===== config.mk =====
export PLATFORM = sky130hd
export DESIGN_NAME = life_scheduler
export DESIGN_NICKNAME = d
export VERILOG_FILES = /design/src/rtl/life_scheduler_pkg.sv /design/src/rtl/life_scheduler_rate_timer.sv /design/src/rtl/life_scheduler.sv
export SDC_FILE = /design/constraint.sdc
export NUM_CORES = 1
export LEC_CHECK = 0
export CAP_MARGIN = 20
export CORE_ASPECT_RATIO = 2
export CORE_MARGIN = 5
export CORE_UTILIZATION = 30
export CTS_CLUSTER_DIAMETER = 120
export DETAILED_ROUTE_END_ITERATION = 8
export GPL_ROUTABILITY_DRIVEN = 0
export HOLD_SLACK_MARGIN = 0.02
export SLEW_MARGIN = 20
export SYNTH_ARGS = -nofsm -noshare
export SYNTH_HDL_FRONTEND = slang
export SYNTH_HIERARCHICAL = 1
export SYNTH_SLANG_ARGS = --single-unit
export TNS_END_PERCENT = 50

===== constraint.sdc =====
create_clock -name clk_in -period 3.03 [get_ports clk_in]
set_clock_uncertainty 0.05 [all_clocks]
set_input_delay 0.303 -clock clk_in [delete_from_list [all_inputs] [get_ports clk_in]]
set_output_delay 0.303 -clock clk_in [all_outputs]
set_load 0.05 [all_outputs]

===== src/rtl/life_scheduler_pkg.sv =====
// Shared types and helpers for the generation scheduler.
package life_scheduler_pkg;

    localparam int unsigned LOG_MAX_SPEED = 3;

    typedef enum logic [1:0] {
        S_IDLE,
        S_START,
        S_COMPUTE,
        S_WAIT_SWAP
    } sched_state_t;

    // Timer reload for a period of (base >> speed); a period that shifts to zero runs every cycle.
    function automatic int unsigned reload_value(input int unsigned base,
                                                 input logic [LOG_MAX_SPEED-1:0] speed);
        int unsigned period;
        period = base >> speed;
        return (period == 0) ? 0 : period - 1;
    endfunction

endpackage


===== src/rtl/life_scheduler_rate_timer.sv =====
// Free-running generation-rate down-counter with a one-bit sticky tick flag.
module life_scheduler_rate_timer
    import life_scheduler_pkg::*;
#(
    parameter int unsigned BASE_PERIOD = 1_000_000
) (
    input  logic                     clk_in,
    input  logic                     rst_in,
    input  logic [LOG_MAX_SPEED-1:0] speed_in,
    input  logic                     clear_in,
    output logic                     tick_pending_out
);

    localparam int unsigned CNT_W = (BASE_PERIOD > 1) ? $clog2(BASE_PERIOD) : 1;

    logic [CNT_W-1:0] cnt_q;
    logic [CNT_W-1:0] reload;
    logic             at_zero;

    assign reload  = CNT_W'(reload_value(BASE_PERIOD, speed_in));
    assign at_zero = (cnt_q == '0);

    always_ff @(posedge clk_in) begin
        if (rst_in) begin
            cnt_q            <= reload;
            tick_pending_out <= 1'b0;
        end else begin
            cnt_q <= at_zero ? reload : cnt_q - 1'b1;
            // A tick landing on the clear cycle wins so it is not lost.
            if (at_zero) begin
                tick_pending_out <= 1'b1;
            end else if (clear_in) begin
                tick_pending_out <= 1'b0;
            end
        end
    end

endmodule


===== src/rtl/life_scheduler.sv =====
// Sequences life_logic generations and commits the double-buffer swap on vsync only.
module life_scheduler
    import life_scheduler_pkg::*;
#(
    parameter int unsigned BASE_PERIOD = 1_000_000,
    parameter int unsigned GEN_W       = 16
) (
    input  logic                     clk_in,
    input  logic                     rst_in,
    input  logic                     run_in,
    input  logic                     step_in,
    input  logic [LOG_MAX_SPEED-1:0] speed_in,
    input  logic                     vsync_in,
    input  logic                     logic_done_in,
    output logic                     logic_start_out,
    output logic                     buf_sel_out,
    output logic                     busy_out,
    output logic [GEN_W-1:0]         gen_count_out
);

    sched_state_t state_q;
    logic         tick_pending;
    logic         clear_pending;

    assign clear_pending = (state_q == S_START);

    life_scheduler_rate_timer #(
        .BASE_PERIOD(BASE_PERIOD)
    ) u_rate_timer (
        .clk_in          (clk_in),
        .rst_in          (rst_in),
        .speed_in        (speed_in),
        .clear_in        (clear_pending),
        .tick_pending_out(tick_pending)
    );

    always_ff @(posedge clk_in) begin
        if (rst_in) begin
            state_q         <= S_IDLE;
            logic_start_out <= 1'b0;
            buf_sel_out     <= 1'b0;
            busy_out        <= 1'b0;
            gen_count_out   <= '0;
        end else begin
            logic_start_out <= 1'b0;
            unique case (state_q)
                S_IDLE: begin
                    if ((run_in && tick_pending) || (!run_in && step_in)) begin
                        state_q  <= S_START;
                        busy_out <= 1'b1;
                    end
                end
                S_START: begin
                    logic_start_out <= 1'b1;
                    state_q         <= S_COMPUTE;
                end
                // vsync is deliberately not looked at here, so a coincident frame start is skipped.
                S_COMPUTE: begin
                    if (logic_done_in) begin
                        state_q <= S_WAIT_SWAP;
                    end
                end
                S_WAIT_SWAP: begin
                    if (vsync_in) begin
                        buf_sel_out   <= ~buf_sel_out;
                        gen_count_out <= gen_count_out + 1'b1;
                        busy_out      <= 1'b0;
                        state_q       <= S_IDLE;
                    end
                end
                default: begin
                    state_q  <= S_IDLE;
                    busy_out <= 1'b0;
                end
            endcase
        end
    end

endmodule

Word level (Yosys, flattened, before mapping)

Index checks and enable logic that the tools add are counted.
Widths: inputs -> output; s select.

Flip-flop bits (word level): 42
Bits of input ports: 9
Output and inout bits: 19

Add/sub/neg operators: 3
Mux-type cells: 13
Equal/unequal tests: 6
Reductions and logical operators: 12
Shift-type cells: 1
Bitwise gates (word level): 1

Operators with widths:

| operator              | count |
|---|---|
| $mux 20               | 3 |
| $sub 20x1->20 const B | 2 |
| $logic_not 32->1      | 1 |
| $shr 20x3->32 const A | 1 |
| $logic_not 20->1      | 1 |
| $add 16x1->16 const B | 1 |
| $pmux 2 s4            | 1 |
| $mux 2                | 3 |
| $ne 2x2->1 const B    | 3 |
| $reduce_and 3->1      | 2 |
| $mux 1                | 5 |
| $eq 2x2->1 const B    | 2 |
| $reduce_bool 2->1     | 2 |
| $eq 2x1->1 const B    | 1 |
| $logic_and 1x1->1     | 2 |
| $logic_not 2->1       | 1 |
| $pmux 1 s2            | 1 |
| $reduce_and 2->1      | 1 |
| $logic_not 1->1       | 1 |
| $logic_or 1x1->1      | 1 |
| $not 1->1             | 1 |

Logic depth before layout (Yosys ltp)

Depth in word-level cells: 5
Mapped depth: 10
Gate-level depth less buffers: 8

Modules after synthesis

The synthesis kept the hierarchy.

By module, submodules not included:

| module                    | cells each | area an instance (sq um) | instances | seq. area each (sq um) |
|---|---|---|---|---|
| life_scheduler_rate_timer | 210        | 1846.8                   | 1         | 420.4 |
| life_scheduler            | 110        | 993.5                    | 1         | 420.4 |

Worst setup path before layout

OpenSTA, ideal clock, no wires.

Path kind: in2reg
Start: in speed_in[0]
End: reg u_rate_timer.cnt_q[12]
Path buffers: 2
Stages on the path: 10
Data arrival time: 2.256 ns
Path slack: 0.608 ns
Library setup time: 0.116 ns
Data required time: 2.864 ns
Path through: clkbuf_1 inv_1 ha_1 clkbuf_8 nand2_1 ha_1 and4b_1 and3_1 or3_1 a41o_2

Cells in the longest elaborated chain, start to end: 5
Elaborated cells on any way between the ends: 6

Ends and longest elaborated chain:

| item                                                     | RTL line                        | source |
|---|---|---|
| start: declaration                                       | life_scheduler.sv:12            | `input logic [LOG_MAX_SPEED-1:0] speed_in,` |
| $shr 20x3->32 (*)                                        | life_scheduler_pkg.sv:17        | `period = base >> speed;` |
| $sub 20x1->20 / $logic_not 32->1 (equally long branches) | life_scheduler_pkg.sv:18        | `return (period == 0) ? 0 : period - 1;` |
| $mux 20 (*)                                              | life_scheduler_pkg.sv:18        |  |
| $mux 20                                                  | life_scheduler_rate_timer.sv:28 | `cnt_q <= at_zero ? reload : cnt_q - 1'b1;` |
| $mux 20 (*)                                              | life_scheduler_rate_timer.sv:24 | `if (rst_in) begin` |
| end signal: assignment                                   | life_scheduler_rate_timer.sv:25 | `cnt_q <= reload;` |
| end signal: assignment                                   | life_scheduler_rate_timer.sv:28 |  |
| end: declaration                                         | life_scheduler_rate_timer.sv:16 | `logic [CNT_W-1:0] cnt_q;` |

Every way passes the cells marked *; elsewhere a longest branch is shown, timed or not.
A chain may end at the register's enable or synchronous reset.

Worst setup path in the final report

Start: in speed_in[1]
End: reg u_rate_timer.cnt_q[12]

The elaborated chain is that of the path after synthesis.

==> impl_metrics.py <==
metrics = {
    "final_layout": {
        "drive_gt1_share_pct": 12.32,
        "fin_area_um2": 3331,
        "final_nets": 374,
        "diodes": 0,
        "syn_to_final_growth_pct": 17.27,
    },
    "cts": {
        "cts_resized": 0,
        "cts_buffers": 5,
        "clkTransAtPathRegs_ps": 60,
        "hold_buffers": 0,
        "htree_levels": 2,
        "cts_buffer_depth": 2,
        "cts_tree": "done",
        "clk_latency_ps": 280,
        "cts.sinks": 42,
        "clock-root-buffer": "clkbuf_16",
        "post_cts.repair.setup_buffers": 0,
    },
    "drt": {
        "dr.pass1.iters": 4,
        "drtAntennaViolNets": 0,
        "avgViaCountPerCell": 5.110,
        "vias": 2315,
        "routedWlPerCell_um": 13.97,
        "finalWirelength_um": 6330,
        "drt_iter0_drc": 28,
        "drc_errors": 0,
    },
    "setup_path": {
        "path_delay_family": "simple AND/OR/NAND/NOR gates",
        "worst_path_largest_cell_delay_ps": 550,
        "worstSetupPathType": "input pin to flop",
        "critPathBufInv": 2,
        "path_max_fanout": 7,
        "crit_required_ps": 3160,
        "reg2regPathDepth": 6,
        "path_common_cell": "ha_1",
        "cp_data_arrival_time_ps": 2560,
        "r2r_end": "u_rate_timer/cnt_q[16]$_DFF_P_",
        "r2r_start": "u_rate_timer/cnt_q[10]$_DFF_P_",
        "critPathCaptureType": "flop",
        "slowest_stage": "clkdlybuf4s50_1",
        "crit_chain": "clkdlybuf4s50_1, inv_1, ha_1, nand2_1, ha_1, and4b_1, and3_1, or3_1, a41o_2",
        "r2r_slack_ps": 820,
        "startpoint_type": "input pin",
    },
    "die": {
        "core-area_um2": 9321,
        "die_w_um": 78.80,
        "start_util_pct": 30.47,
        "ios": 28,
        "die_area_um2": 11630,
        "rows": 50,
        "die_height_um": 147.6,
    },
    "timing": {
        "setup-tns-final_ps": 0,
        "clock.fmax_mhz": 411.3,
        "finalCriticalPeriod_ps": 2431,
        "setup_viol": 0,
        "period_share_pct": 80.24,
        "maxSlewViolCount": 0,
        "maxSlewHeadroom_pct": 65.14,
        "final_hold_viol_count": 0,
        "rsz0062_at_grt": "false",
        "worst_pin_slew_ps": 522.8,
    },
    "synthesis": {
        "ys_seq_elements": 42,
        "synth_edf_count": 0,
        "seq_area_frac_synth_pct": 29.60,
        "synth_fp_nets": 346,
        "synth.most_common_cell": "dfxtp_1",
        "yosys-top-cells-area": "dfxtp_1 (30%), ha_1 (7.5%), xnor2_1 (6.2%), mux2i_1 (5.6%), xor2_1 (4.9%)",
        "synth.top_cell.area_share_pct": 29.60,
        "async_reset_ff_share_pct": 0,
        "synth_commonest_cells": "dfxtp_1 (42), nor2_1 (36), nand2_1 (22)",
        "synth_warnings": 6,
        "synthFlopType": "dfxtp_1",
        "synth_cell_type_count": 68,
        "syn_inst": 320,
        "yosysTopAreaCell": "dfxtp_1",
        "avgSynthCellArea_um2": 8.876,
        "mappedNetlistArea_um2": 2840,
    },
    "worst_hold_path": {
        "hp-class": "flop to flop",
        "hold_end": "u_rate_timer/tick_pending_out$_SDFFE_PP0P_",
        "holdCritStartpoint": "u_rate_timer/tick_pending_out$_SDFFE_PP0P_",
        "hold_depth": 2,
    },
    "place": {
        "hpwl_um": 4948,
        "place_area_um2": 3183,
        "io_buffers": 27,
    },
    "job": {
        "max_cap_viol_count": 0,
    },
    "status": {
        "outcome": "completed",
    },
    "power": {
        "vdd_drop_max_v": 0.0002119,
        "p_leak_nw": 1.251,
        "power_density_nw_per_um2": 476.4,
    },
    "grt": {
        "grt_antenna_before_repair": 0,
        "grt_start_max_net_pins": 24,
        "gr-total-overflow": 0,
        "track_usage_pct": 11.42,
        "grt_pass1_wl_um": 10830,
        "grt_pass1_vias": 2304,
    },
}
[report_power, final]
| part | total [W] | internal [W] | switching [W] |
|---|---|---|---|
| Clock | 0.000533 | 0.000326 | 0.000207 |
| Combinational | 0.000380 | 0.000175 | 0.000206 |
| Sequential | 0.000673 | 0.000612 | 0.0000614 |
| Total | 0.00159 | 0.00111 | 0.000474 |
[metrics by stage]
stage / utilization (%) / hold slack [ps] / power, W / setup WS (ps) / instances
after floorplan: - / 322.1 / 0.0009742 / 608.2 / 320
after global placement: 34.15 / 420.8 / 0.001057 / 355.2 / 445
after detailed placement: 34.15 / 431.7 / 0.001067 / 294.5 / 445
after CTS: 35.73 / 441.0 / 0.001614 / 598.6 / 453
after global routing: 35.73 / 466.8 / 0.001684 / 437.7 / 453
final: 35.73 / 439.3 / 0.001587 / 598.6 / 453
[worst min-delay path, cell delays in order, from the launching register on]
cell and delay (ps):
dfxtp_1 310, nand2b_1 70, a21oi_1 60
[per-layer routing]
layer,vias to the layer above,wire length [um],GRT usage (%)
li1,1182,-,-
met1,1087,2361,10.68
met2,37,3605,22.83
met3,9,200,2.195
met4,0,162,5.166
met5,-,0,0
[logic make-up (layout without fill, tap and decap cells)]
family                     after synthesis  after routing  share of synthesized area [%]
DFF                                     42             42                          29.60
AOI/OAI and AO/OA                       50             50                          11.63
muxes                                   18             18                          6.432
buffers and inverters                   25             54                          6.123
xor gates and xnor gates                36             36                          11.10
adders and majority gates               17             17                          7.489
and+or+nand+nor                        132            132                          27.62
[placed cells by master (no fill, tap or decap), drive strengths merged, types with 2 or more instances in the layout]
master and instances:
nand3 8, nand3b 2, nand2b 4, clkbuf 7, or3 8, and4 3
o21ai 14, and3b 2, o31a 2, nand4 8, mux2 2, a21oi 20
nor2 37, inv 7, xnor2 20, nand2 22, a31oi 2, nor4 8
a41o 2, clkdlybuf4s50 27, dfxtp 42, and3 2, buf 12, mux2i 16
nor2b 4, and2 2, nor4b 4, ha 17, nor3 10, xor2 16
[cell type report]
type	instances	area, um2
clock inverter	1	5.005
clock buffer	7	142.6
inverter	7	26.28
timing repair buffer	39	360.3
tap	104	130.1
multi-input combinational	253	1826
sequential	42	840.8
fill	975	5991
[worst max-delay path by stage]
stage	from	slack, ps	cells after the start	end
2_1_floorplan	speed_in[0]	610	10	u_rate_timer/cnt_q[12]$_DFF_P_
3_3_place_gp	speed_in[1]	360	9	u_rate_timer/cnt_q[12]$_DFF_P_
3_5_place_dp	speed_in[1]	290	9	u_rate_timer/cnt_q[12]$_DFF_P_
4_1_cts	speed_in[1]	600	9	u_rate_timer/cnt_q[12]$_DFF_P_
5_1_grt	speed_in[1]	440	9	u_rate_timer/cnt_q[12]$_DFF_P_
6_report	speed_in[1]	600	9	u_rate_timer/cnt_q[12]$_DFF_P_
[sequential cells by signal, indices dropped and copies added, names as in the netlist]
name	count
buf_sel_out	1
busy_out	1
gen_count_out	16
logic_start_out	1
state_q	2
u_rate_timer/cnt_q	20
u_rate_timer/tick_pending_out	1
Note: power is estimated with default switching activity, not from simulation.
